==> config.mk <==
export PLATFORM = sky130hd
export DESIGN_NAME = data_memory_sync
export DESIGN_NICKNAME = d
export VERILOG_FILES = /design/src/rtl/data_memory_pkg.sv /design/src/rtl/data_memory_clear_fsm.sv /design/src/rtl/data_memory_sync.sv
export SDC_FILE = /design/constraint.sdc
export NUM_CORES = 1
export LEC_CHECK = 0
export BUFFER_PORTS_ARGS = -buffer_cell sky130_fd_sc_hd__buf_2
export CAP_MARGIN = 20
export CELL_PAD_IN_SITES_DETAIL_PLACEMENT = 0
export CELL_PAD_IN_SITES_GLOBAL_PLACEMENT = 2
export CORE_AREA = 3 3 112 114
export DETAILED_ROUTE_END_ITERATION = 12
export DIE_AREA = 0 0 115 117
export HOLD_SLACK_MARGIN = 0.06
export MAX_ROUTING_LAYER = met4
export PLACE_DENSITY = 0.91
export RECOVER_POWER = 25
export SYNTH_ARGS = -nofsm -noshare
export SYNTH_HDL_FRONTEND = slang
export SYNTH_SLANG_ARGS = --single-unit
==> constraint.sdc <==
create_clock -name clk -period 5 [get_ports clk]
set_input_delay 0.25 -clock clk [delete_from_list [all_inputs] [get_ports clk]]
set_output_delay 0.25 -clock clk [all_outputs]
set_load 0.01 [all_outputs]
==> src/rtl/data_memory_pkg.sv <==
// rtl/data_memory_pkg.sv - shared state encoding and read-during-write policy constants
package data_memory_pkg;

  typedef enum logic {
    ST_CLEAR = 1'b0,
    ST_RUN   = 1'b1
  } state_e;

  localparam int RDW_WRITE_FIRST = 0;
  localparam int RDW_READ_FIRST  = 1;

endpackage

==> src/rtl/data_memory_clear_fsm.sv <==
// rtl/data_memory_clear_fsm.sv - clear sequencer: walks every address writing zero, then raises ready
module data_memory_clear_fsm
  import data_memory_pkg::*;
#(
  parameter int ADDR_WIDTH = 4
) (
  input  logic                  clk,
  input  logic                  rst_n,
  input  logic                  clear,
  output logic                  ready,
  output logic                  clr_we,
  output logic [ADDR_WIDTH-1:0] clr_addr
);

  localparam logic [ADDR_WIDTH-1:0] LAST_ADDR = '1;

  state_e                state_q;
  logic [ADDR_WIDTH-1:0] cnt_q;
  logic                  ready_q;

  always_ff @(posedge clk or negedge rst_n) begin
    if (!rst_n) begin
      state_q <= ST_CLEAR;
      cnt_q   <= '0;
      ready_q <= 1'b0;
    end else begin
      case (state_q)
        ST_CLEAR: begin
          // A new clear request restarts the sweep even if it was nearly done
          if (clear) begin
            cnt_q <= '0;
          end else if (cnt_q == LAST_ADDR) begin
            state_q <= ST_RUN;
            ready_q <= 1'b1;
            cnt_q   <= '0;
          end else begin
            cnt_q <= cnt_q + 1'b1;
          end
        end
        ST_RUN: begin
          if (clear) begin
            state_q <= ST_CLEAR;
            cnt_q   <= '0;
            ready_q <= 1'b0;
          end
        end
        default: begin
          state_q <= ST_CLEAR;
          cnt_q   <= '0;
          ready_q <= 1'b0;
        end
      endcase
    end
  end

  assign ready    = ready_q;
  assign clr_we   = (state_q == ST_CLEAR);
  assign clr_addr = cnt_q;

endmodule

==> src/rtl/data_memory_sync.sv <==
// rtl/data_memory_sync.sv - clocked data memory with registered read port and hardware clear
module data_memory_sync
  import data_memory_pkg::*;
#(
  parameter int DATA_WIDTH = 8,
  parameter int ADDR_WIDTH = 4,
  parameter int RDW_MODE   = 0
) (
  input  logic                  clk,
  input  logic                  rst_n,
  input  logic                  clear,
  output logic                  ready,
  input  logic                  write_en,
  input  logic [ADDR_WIDTH-1:0] write_select,
  input  logic [DATA_WIDTH-1:0] data_in,
  input  logic                  read_en,
  input  logic [ADDR_WIDTH-1:0] read_select,
  output logic [DATA_WIDTH-1:0] data_out,
  output logic                  data_valid
);

  localparam int DEPTH = 2 ** ADDR_WIDTH;

  logic [DATA_WIDTH-1:0] mem_q [DEPTH];
  logic                  clr_we;
  logic [ADDR_WIDTH-1:0] clr_addr;
  logic                  user_ok;
  logic [DATA_WIDTH-1:0] data_out_d, data_out_q;
  logic                  data_valid_d, data_valid_q;

  data_memory_clear_fsm #(
    .ADDR_WIDTH(ADDR_WIDTH)
  ) u_clear_fsm (
    .clk     (clk),
    .rst_n   (rst_n),
    .clear   (clear),
    .ready   (ready),
    .clr_we  (clr_we),
    .clr_addr(clr_addr)
  );

  // User accesses only count in RUN, and a clear request drops them
  assign user_ok = ready & ~clear;

  always_ff @(posedge clk) begin
    if (clr_we) begin
      mem_q[clr_addr] <= '0;
    end else if (user_ok && write_en) begin
      mem_q[write_select] <= data_in;
    end
  end

  always_comb begin
    data_out_d   = data_out_q;
    data_valid_d = 1'b0;
    if (user_ok && read_en) begin
      data_valid_d = 1'b1;
      data_out_d   = mem_q[read_select];
      if (RDW_MODE == RDW_WRITE_FIRST && write_en && write_select == read_select) begin
        data_out_d = data_in;
      end
    end
  end

  always_ff @(posedge clk or negedge rst_n) begin
    if (!rst_n) begin
      data_out_q   <= '0;
      data_valid_q <= 1'b0;
    end else begin
      data_out_q   <= data_out_d;
      data_valid_q <= data_valid_d;
    end
  end

  assign data_out   = data_out_q;
  assign data_valid = data_valid_q;

endmodule

=== Word level (Yosys, flattened, before mapping) ===
Memory sizes are Yosys's and may differ from the RTL's.
Index checks and enable logic that the tools add are counted.

* Register bits: 15
* Memories kept: 1
* Input port bits: 21
* Logic and storage cells: 41
* RAM bits: 128

{| class="wikitable"
|+ Memory list
! memory !! words !! width !! read ports !! clocked after Yosys merged registers in !! wr ports !! line !! RTL
|-
| mem_q || 16 || 8 || 1 || 0 || 1 || data_memory_sync.sv:24 || <nowiki>logic [DATA_WIDTH-1:0] mem_q [DEPTH];</nowiki>
|}

* Equal/unequal tests: 5
* Add/subtract/negate cells: 1
* Mux-type cells: 21
* Bitwise operators: 3
* Reductions and logical operators: 5

{| class="wikitable"
|+ Operator list
! cell !! count
|-
| 4-bit two-way mux || 4
|-
| 8-bit two-way mux || 2
|-
| 1-bit two-way mux || 12
|-
| 4-bit one-hot mux with 2 select lines || 1
|-
| 8-bit OR reduction || 1
|-
| 4-bit by 1-bit adder with 4-bit output, second input constant || 1
|-
| 4-bit equality test || 1
|-
| 4-bit equality test, second input constant || 1
|-
| 2-bit != test, second input constant || 2
|-
| 1-bit one-hot mux with 2 select lines || 2
|-
| 1-bit logical AND || 3
|-
| 3-bit AND reduction || 1
|-
| 2-bit by 1-bit != test with 1-bit output, second input constant || 1
|-
| 1-bit NOT || 2
|-
| 1-bit AND || 1
|}

=== Logic depth before layout (Yosys ltp) ===
Gate-level depths: netlist of the first run.

* Depth in word-level cells: 8
* Depth in mapped cells: 6
* Gate-level depth less buffers: 4

=== Hierarchy ===
From an unflattened synthesis of the first run, not the netlist that was laid out.

* Cell total of the unflattened synthesis: 317
* Area total of the unflattened synthesis: 5796.8 sq um

{| class="wikitable"
|+ Modules (own cells, without submodules)
! module !! area an instance (sq um) !! times used !! cells an instance
|-
| data_memory_sync || 5512.8 || 1 || 290
|-
| data_memory_clear_fsm || 284.0 || 1 || 27
|}

=== Worst setup path after synthesis of the first run ===
OpenSTA, ideal clock, no wires.

* Path kind: register to register
* Start: register u_clear_fsm.state_q
* End: memory mem_q[1][0], enable pin
* Required time: 4.630 ns
* Buffers on the path: 2
* Slack: 3.090 ns
* Data arrival time: 1.540 ns
* Stages on the path, launching flop included: 7
* Cells stage by stage: dfrtp_1 buf_2 and4b_1 clkbuf_1 nor3b_1 a31oi_1 nor2_1

* Longest elaborated chain between the ends: 4
* Elaborated cells between the ends (all ways): 6

{| class="wikitable"
|+ Ends and longest elaborated chain
! item !! line !! RTL
|-
| from (decl) || data_memory_clear_fsm.sv:17 || <nowiki>state_e state_q;</nowiki>
|-
| from (signal assigned) || data_memory_clear_fsm.sv:23 || <nowiki>state_q <= ST_CLEAR;</nowiki>
|-
| from (signal assigned) || data_memory_clear_fsm.sv:33 || <nowiki>state_q <= ST_RUN;</nowiki>
|-
| from (signal assigned) || data_memory_clear_fsm.sv:42 || <nowiki>state_q <= ST_CLEAR;</nowiki>
|-
| 1-bit two-way mux || data_memory_sync.sv:46 || <nowiki>if (clr_we) begin</nowiki>
|-
| 1-bit two-way mux (implied by the code) || data_memory_sync.sv:49 || <nowiki>mem_q[write_select] <= data_in;</nowiki>
|-
| 8-bit OR reduction (no source line) || -- ||
|-
| 4-bit two-way mux (no source line) or 1-bit two-way mux (tied branches) || -- ||
|-
| to (decl) || data_memory_sync.sv:24 ||
|}

Several ways; a longest one is shown, not always the timed one.

=== Worst setup path in the final report of the first run ===
* Start: register u_clear_fsm.state_q
* End: memory mem_q[7][1], enable pin

The elaborated chain is that of the path after synthesis.

==> flow_summary.ini, run 1 <==
[sta]
post-route-period-util = 0.516
relSlewSlack = 0.355
slew_violations = 0
worstMarginPinSlew_ns = 0.967
fin_crit_ns = 2.58
rsz0062_at_grt = false
fin_ws_ns = 2.42
hold_viol = 0
fin_setup_tns_ns = 0
fmax_mhz = 388
fin_skew_ns = 0.00518
setup_viol_count_final = 0

[setup_path]
end_kind = flip-flop
cp_max_fo = 20
crit_type = flip-flop to flip-flop
cp.required_ns = 5.04
worstSetupStartpointType = flip-flop
arrival_ns = 2.62

[global_route]
grt_max_degree = 34
grt_pass1_vias = 3110
grt_overflow = 0
grt_use_total = 0.205
grt_pass1_wl_um = 18900
antenna_found_initial = 0

[clock_network]
h-tree-depth = 4
cts.sinks = 143
insertion_delay_ns = 0.42
cts_resized = 0
clk_pin_slew_ns = 0.06
clock_path_buffers = 2
cts-root-buf = clkbuf_16
cts_tree = yes
cts_buffers = 17

[final_layout]
n_fill_cell = 853
drive_above_1_share = 0.223
nNetsFinal = 373
final_util = 0.576
syn2layout_area_growth_pct = 14.8
num_antenna_cells = 0

[logic_synthesis]
async_reset_ff_frac = 0.105
synth_cell_types = 32
ys_warn_count = 0
yosys-top-cells-area = edfxtp_1, mux4_2, dfrtp_1
synthFlopType = edfxtp_1
synth.ff_latch_count = 143
synth_compound_area_frac = 0.0533
synth-edff-count = 128
yosysMostFrequentCell = edfxtp_1
syn-cell-area_um2 = 5780
synthAdderAreaFrac = 0.00217
synth_top_family_by_area = multiplexers
syn_inst = 315
yosys.area_share.simple = 0.0509
synth-xor-area-share = 0.00758
yosysTopAreaCellShare = 0.666
synth_nets = 337
synth_commonest_cells = edfxtp_1, nor2_1, mux4_2
syn_area_per_cell_um2 = 18.3
ys_seq_area_frac = 0.731
yosysTopAreaCell = edfxtp_1
muxShareOfSynthArea = 0.129

[route]
wl_per_cell_um = 24.1
vias = 3025
postRouteAntennaNets = 0
first_iter_violations = 322
drcViolationCount = 0
firstDrtPassIters = 4
wl_um = 12200
viasPerCell = 5.97

[place]
numPortBuffers = 30
gp_congestion = 0.811
pre_cts_ws_ns = 2.48
dp_hpwl_um = 7900

[floorplanning]
ios = 31
num_rows = 39
start_util = 0.502
fp.dieH_um = 117
die_w_um = 115
core_um2 = 11500
dieArea_um2 = 13500

[power]
p_leak_nw = 2.49
power.total_w = 0.00279
ir_drop_v = 0.000275
power-per-cell-area_nw_per_um2 = 420

[outcome]
status = complete, no violations

[hold_path]
hold_class = primary input to flip-flop

[flow_run]
drv_cap = 0
per-stage QoR:
step	hold slack (ns)	cell area [um^2]	std cells
after global routing	0.101	6630	507
after global placement	0.172	6010	474
after detailed placement	0.178	6010	474
after floorplan	-0.0456	5780	315
after CTS	0.0737	6650	507
final	0.0889	6630	507
where the power goes:
group	switching, W	total (W)	internal [W]
logic	0.0000832	0.000140	0.0000565
registers	0.0000158	0.00134	0.00132
clock network	0.000475	0.00131	0.000835
metal layers:
layer	track usage	vias to the layer above	share of wire
li1	-	1335	-
met1	0.275	1527	0.43
met2	0.294	133	0.46
met3	0.0653	30	0.079
met4	0.0806	0	0.031
met5	-	-	0
worst max-delay path, stage by stage (launching register included):
cell,delay [ns]
dfrtp_1,0.50
and4b_1,0.70
a31oi_1,0.29
nor2_1,0.70
state kept, by name (all words and copies together) (netlist names):
| signal | flops |
|---|---|
| u_clear_fsm.ready | 1 |
| mem_q | 128 |
| data_valid | 1 |
| data_out | 8 |
| u_clear_fsm.clr_addr | 4 |
| u_clear_fsm.state_q | 1 |
layout make-up:
class / instances / area (um^2) / share of cell area
tap: 143 / 179 / 0.0270
clock inverter: 13 / 188 / 0.0283
clock buffer: 19 / 433 / 0.0653
sequential: 143 / 4220 / 0.636
timing repair buffer: 32 / 154 / 0.0232
inverter: 15 / 56.3 / 0.00849
multi-input combinational: 142 / 1400 / 0.212
worst paths after layout:
kind,slack (ns),depth (start not counted),from,end
setup reg to reg,2.42,3,u_clear_fsm.state_q,mem_q[7][1]
setup / recovery,2.42,3,u_clear_fsm.state_q,mem_q[7][1]
max in group asynchronous,4.04,2,rst_n,data_out[4]
min in group asynchronous,0.45,2,rst_n,u_clear_fsm.clr_addr[2]
hold reg to reg,0.49,2,data_out[2],data_out[2]
hold / removal,0.09,2,clear,u_clear_fsm.clr_addr[2]
cells by family (layout without fill, tap and decap cells):
family,after synthesis,after routing
flops,143,143
buf+inv,30,79
simple gates,63,63
compound gates,39,39
fa+ha+maj,1,1
mux,34,34
xor+xnor,5,5
placed cells by master (no fill, tap or decap), types with 2 or more instances in the layout:
| master | instances |
|---|---|
| a21oi_1 | 2 |
| a22o_1 | 16 |
| a31oi_1 | 8 |
| a32oi_1 | 2 |
| and2_0 | 3 |
| and2_1 | 6 |
| buf_2 | 19 |
| bufinv_16 | 4 |
| clkbuf_1 | 13 |
| clkbuf_16 | 17 |
| clkinv_4 | 4 |
| clkinvlp_4 | 2 |
| dfrtp_1 | 15 |
| edfxtp_1 | 128 |
| inv_1 | 15 |
| mux2i_1 | 2 |
| mux4_2 | 31 |
| nand2_1 | 9 |
| nor2_1 | 32 |
| nor2b_1 | 3 |
| nor3_1 | 3 |
| nor3b_1 | 2 |
| o221ai_1 | 8 |
| xnor2_1 | 2 |
| xor2_1 | 3 |
timing repair:
item	in CTS	in global routing
endpoints found under the hold margin	15	0
hold buffers	1	0
buffers inserted	0	0
Power figures use the tool's default switching activity.
==> run 2: changes to the inputs <==
CORE_AREA = 3 3 117 119   (was 3 3 112 114)
DIE_AREA = 0 0 120 122   (was 0 0 115 117)
PLACE_DENSITY = 0.85   (was 0.91)
clock period = 2.6 ns   (was 5 ns; I/O delays follow)
==> run 2 against run 1 <==
  * Wire length rose by 1.0%
  * Critical path depth grew 3
  * Core utilization decreased by 2.6 points
  * Clock-buffer cell count fell by 1
  * First-iteration DRC count fell by 3.7%
  * Die area grew 8.8%
  * Combinational power grew 110%
  * Hold slack improved by 0.16 ns
  * Via count up 3.0%
  * Cell count is 13% higher
  * Global-route usage down 1.3 points
==> flow_summary.ini, run 2 (synthesis gave the netlist of run 1 again) <==
[floorplanning]
num_rows = 41
ios = 31
die_w_um = 120
fp.dieH_um = 122
start_util = 0.456
dieArea_um2 = 14600
core_um2 = 12700

[global_route]
grt_max_degree = 22
grt_pass1_vias = 3300
grt_use_total = 0.192
grt_pass1_wl_um = 19400
antenna_found_initial = 0
grt_overflow = 0

[sta]
relSlewSlack = 0.471
worstMarginPinSlew_ns = 0.793
fin_skew_ns = 0.00929
setup_viol_count_final = 0
fmax_mhz = 427
hold_slack_ns = 0.245
fin_crit_ns = 2.34
post-route-period-util = 0.901
fin_setup_tns_ns = 0
hold_viol = 0
rsz0062_at_grt = false
slew_violations = 0

[setup_path]
critical_path_buf_inv_count = 2
path_cells = and4b_1 -> clkbuf_1 -> nor3b_1 -> a31oi_1 -> nor2_1 -> buf_4
crit_family = simple AND/OR/NAND/NOR gates
regToRegEndpoint = mem_q[1][6]
crit-reg2reg-launch = u_clear_fsm.state_q
rr_worst_depth = 6
r2r_slack_ns = 0.26
cp_max_fo = 12
end_kind = flip-flop
crit_type = flip-flop to flip-flop
worstSetupStartpointType = flip-flop
critPathMaxStageDelay_ns = 0.51
slowest_stage = and4b_1
cp.required_ns = 2.77
arrival_ns = 2.51

[flow_run]
drv_cap = 0

[hold_path]
hold_class = primary input to flip-flop
hold_start = write_en
holdPathStages = 3
min_to = data_out[5]

[place]
dp_hpwl_um = 8290
gp_congestion = 0.841
numPortBuffers = 30

[route]
drcViolationCount = 0
firstDrtPassIters = 6
vias = 3115
first_iter_violations = 310
postRouteAntennaNets = 0
viasPerCell = 5.45
wl_um = 12300
wl_per_cell_um = 21.6

[final_layout]
layout_common_cells = edfxtp_1, nor2_1, mux4_2
multi_input_area_um2 = 1400
final-seq-area_um2 = 4220
drive_above_1_share = 0.260
syn2layout_area_growth_pct = 20.7
top_register = mem_q
largest_reg_flops = 128
nNetsFinal = 409
final_common_cell = edfxtp_1
n_fill_cell = 1002
num_antenna_cells = 0

[clock_network]
cts_buffers = 17
clock_path_buffers = 2
clk_pin_slew_ns = 0.06
cts_resized = 0
insertion_delay_ns = 0.42
cts.sinks = 143
cts_tree = yes
h-tree-depth = 4
cts_setup_buffers = 0
cts-root-buf = clkbuf_16

[outcome]
status = complete, no violations

[power]
power-per-cell-area_nw_per_um2 = 774
ir_drop_v = 0.000473
p_leak_nw = 2.66
run 2: cell types whose count changed in the layout (fill, tap and decap cells not counted), moves of 2 or more:
cell / previous run / this run
buf_12: 0 / 2
dlygate4sd3_1: 1 / 10
clkbuf_1: 13 / 16
buf_4: 1 / 22
run 2: area by class of cell:
cell class              instances  share of cell area
clock buffers                  18              0.0616
multi-input cells             142               0.201
inverters                      15             0.00808
flip-flops and latches        143               0.605
clock inverters                14              0.0273
repair buffers                 68              0.0655
well taps                     172              0.0309
run 2: what timing repair did:
item                                    in CTS  in global routing
endpoints found under the setup margin       0                  0
hold buffers                                10                  0
endpoints found under the hold margin       29                  0
run 2: layer usage:
layer  global-route usage  wire [um]
met1                0.252       5250
met4               0.0931        376
met5                    -          0
met2                0.282       5950
met3               0.0478        769
run 2: where the power goes:
| group | total (W) | switching (W) | internal [W] |
|---|---|---|---|
| registers | 0.00257 | 0.0000266 | 0.00254 |
| clock network | 0.00253 | 0.000926 | 0.00160 |
| logic | 0.000300 | 0.000168 | 0.000132 |
| total | 0.00540 | 0.00112 | 0.00428 |
run 2: worst max path at each step:
| stage | start | to | slack [ns] | depth (start not counted) |
|---|---|---|---|---|
| floorplan | u_clear_fsm.state_q | mem_q[1][0] | 0.69 | 6 |
| global placement | u_clear_fsm.state_q | mem_q[3][5] | 0.42 | 3 |
| detailed placement | u_clear_fsm.state_q | mem_q[7][5] | 0.37 | 3 |
| CTS | u_clear_fsm.state_q | mem_q[7][5] | 0.35 | 3 |
| global route | u_clear_fsm.state_q | mem_q[1][6] | 0.08 | 6 |
| finish | u_clear_fsm.state_q | mem_q[1][6] | 0.26 | 6 |
run 2: worst min-delay path, stage by stage:
cell and delay, ns:
buf_2 0.10, a31o_2 0.25, o221ai_1 0.12
run 2: through the flow:
step	util	worst slack (ns)	std cells	total power (W)	instance area, um^2
5_1_grt	0.550	0.0844	572	0.00558	6970
6_report	0.550	0.257	572	0.00540	6970
3_3_place_gp	0.496	0.421	530	0.00291	6280
3_5_place_dp	0.496	0.365	530	0.00291	6280
4_1_cts	0.552	0.353	572	0.00545	7000
2_1_floorplan	-	0.690	315	0.00279	5780
==> run 3: changes to the inputs <==
ABC_AREA = 1   (was default)
CORE_AREA = 3 3 131 133   (was 3 3 117 119)
DIE_AREA = 0 0 134 136   (was 0 0 120 122)
PLACE_DENSITY = 0.87   (was 0.85)
==> run 3 against run 2 <==
  * Combinational power is 27% higher
  * Largest cell class unchanged
  * Wire length is 27% higher
  * Critical endpoint is now data_out[4]
  * Core utilization is 7.8 points lower
  * Clock power is 2% lower
  * First-iteration DRC count is 6.1% higher
==> flow_summary.ini, run 3 <==
[setup_path]
crit-reg2reg-launch = u_clear_fsm.ready
cp_max_fo = 65
worstSetupStartpointType = primary input
crit_start = read_select[0]
cp.required_ns = 2.92
crit_type = primary input to flip-flop
regToRegEndpoint = mem_q[9][0]
rr_worst_depth = 8
arrival_ns = 2.51
r2r_slack_ns = 0.49
end_kind = flip-flop

[clock_network]
clock_path_buffers = 2
ctsHoldBuffers = 10
insertion_delay_ns = 0.42
cts.sinks = 143
clk_pin_slew_ns = 0.06
cts-root-buf = clkbuf_16
cts_buffers = 17
cts_resized = 0
cts_tree = yes
cts_setup_buffers = 0
h-tree-depth = 4

[sta]
slew_violations = 0
fin_setup_tns_ns = 0
post-route-period-util = 0.843
worstMarginPinSlew_ns = 1.44
fin_skew_ns = 0.00703
rsz0062_at_grt = false
relSlewSlack = 0.0375
fin_crit_ns = 2.19
hold_slack_ns = 0.201
fmax_mhz = 456
setup_viol_count_final = 0
hold_viol = 0

[final_layout]
num_antenna_cells = 0
layout_common_cells = nand2_1, edfxtp_1, nand3_1
top_register = mem_q
syn2layout_area_growth_pct = 17.2
largest_reg_flops = 128
nNetsFinal = 731
final_common_cell = nand2_1
drive_above_1_share = 0.119

[global_route]
grt_overflow = 0
grt_use_total = 0.189
grt_pass1_vias = 4433
grt_max_degree = 66
antenna_found_initial = 0
grt_pass1_wl_um = 24900

[floorplanning]
num_rows = 46
dieArea_um2 = 18200
core_um2 = 15900
ios = 31
start_util = 0.403
die_w_um = 134
fp.dieH_um = 136

[logic_synthesis]
yosysTopAreaCellShare = 0.598
synth_nets = 674
syn-cell-area_um2 = 6430
async_reset_ff_frac = 0.105
synth_commonest_cells = nand2_1, edfxtp_1, nand3_1
ys_warn_count = 0
synthFlopType = edfxtp_1
yosysMostFrequentCell = nand2_1
ys_seq_area_frac = 0.656
synth-edff-count = 128
synth_cell_types = 24
synth.ff_latch_count = 143
syn_inst = 652
yosysTopAreaCell = edfxtp_1
yosys-top-cells-area = edfxtp_1, nand2_1, nand3_1
syn_area_per_cell_um2 = 9.86

[hold_path]
min_to = data_out[7]
hold_start = read_select[2]
holdPathStages = 5
hold_class = primary input to flip-flop

[power]
p_comb_frac = 0.070
ir_drop_v = 0.000574
p_seq_frac = 0.474
p_leak_nw = 3.31
p_sw_w = 0.00131
clkPwrFrac = 0.456
p_sw_frac = 0.242
power-per-cell-area_nw_per_um2 = 721
p_int_w = 0.00412

[place]
numPortBuffers = 30
dp_hpwl_um = 10200
gp_congestion = 0.830

[route]
postRouteAntennaNets = 0
vias = 4488
first_iter_violations = 329
drcViolationCount = 0
viasPerCell = 4.78
firstDrtPassIters = 5
wl_um = 15700
wl_per_cell_um = 16.8

[flow_run]
drv_cap = 0

[outcome]
status = complete, no violations
run 3: worst max-delay path, stage by stage:
cell and delay, ns:
buf_2 0.10, clkbuf_2 1.02, xor2_1 0.18, nor2_2 0.13, nand3_1 0.48, nor2_1 0.24
nor2_1 0.06, nand2_1 0.10, nand2_1 0.05
run 3: worst max-delay path by stage:
| stage | endpoint | cells after the start |
|---|---|---|
| 4_1_cts | mem_q[9][0] | 8 |
| 5_1_grt | data_out[4] | 9 |
| 6_report | data_out[4] | 9 |
| 3_3_place_gp | mem_q[9][2] | 8 |
| 2_1_floorplan | mem_q[0][0] | 9 |
| 3_5_place_dp | mem_q[9][3] | 8 |
run 3: per-layer routing:
layer	GRT usage	vias to the layer above	part of all wire
met5	-	-	0
met4	0.0697	0	0.024
met3	0.0377	29	0.047
met2	0.280	96	0.46
met1	0.261	2142	0.47
li1	-	2221	-
run 3: power groups by stage:
stage | sequential [W] | clock (W) | combinational, W
final | 0.00257 | 0.00248 | 0.000381
after floorplan | 0.00263 | 0 | 0.000232
after CTS | 0.00257 | 0.00251 | 0.000395
after global placement | 0.00262 | 0 | 0.000378
after global routing | 0.00258 | 0.00263 | 0.000429
after detailed placement | 0.00262 | 0 | 0.000382
run 3: kinds of logic after synthesis:
group,after synthesis,share of synthesized area
simple gates,379,0.249
compound gates,9,0.00837
fa+ha+maj,1,0.00195
xor+xnor,4,0.00545
flops,143,0.656
buf+inv,116,0.0784
run 3: through the flow:
step	utilization	cell area (um^2)	cells	power, W	worst slack, ns
6_report	0.472	7530	938	0.00543	0.408
5_1_grt	0.472	7530	938	0.00563	0.135
4_1_cts	0.475	7580	938	0.00548	0.462
3_5_place_dp	0.431	6880	896	0.00300	0.476
3_3_place_gp	0.431	6880	896	0.00300	0.501
2_1_floorplan	-	6430	652	0.00286	0.708
run 3: layout make-up:
class                      instances  area [um^2]
sequential                       143         4220
fill                            1545         8410
clock buffer                      17          425
timing repair buffer              65          415
inverter                          89          334
multi-input combinational        393         1690
clock inverter                    15          176
tap                              216          270
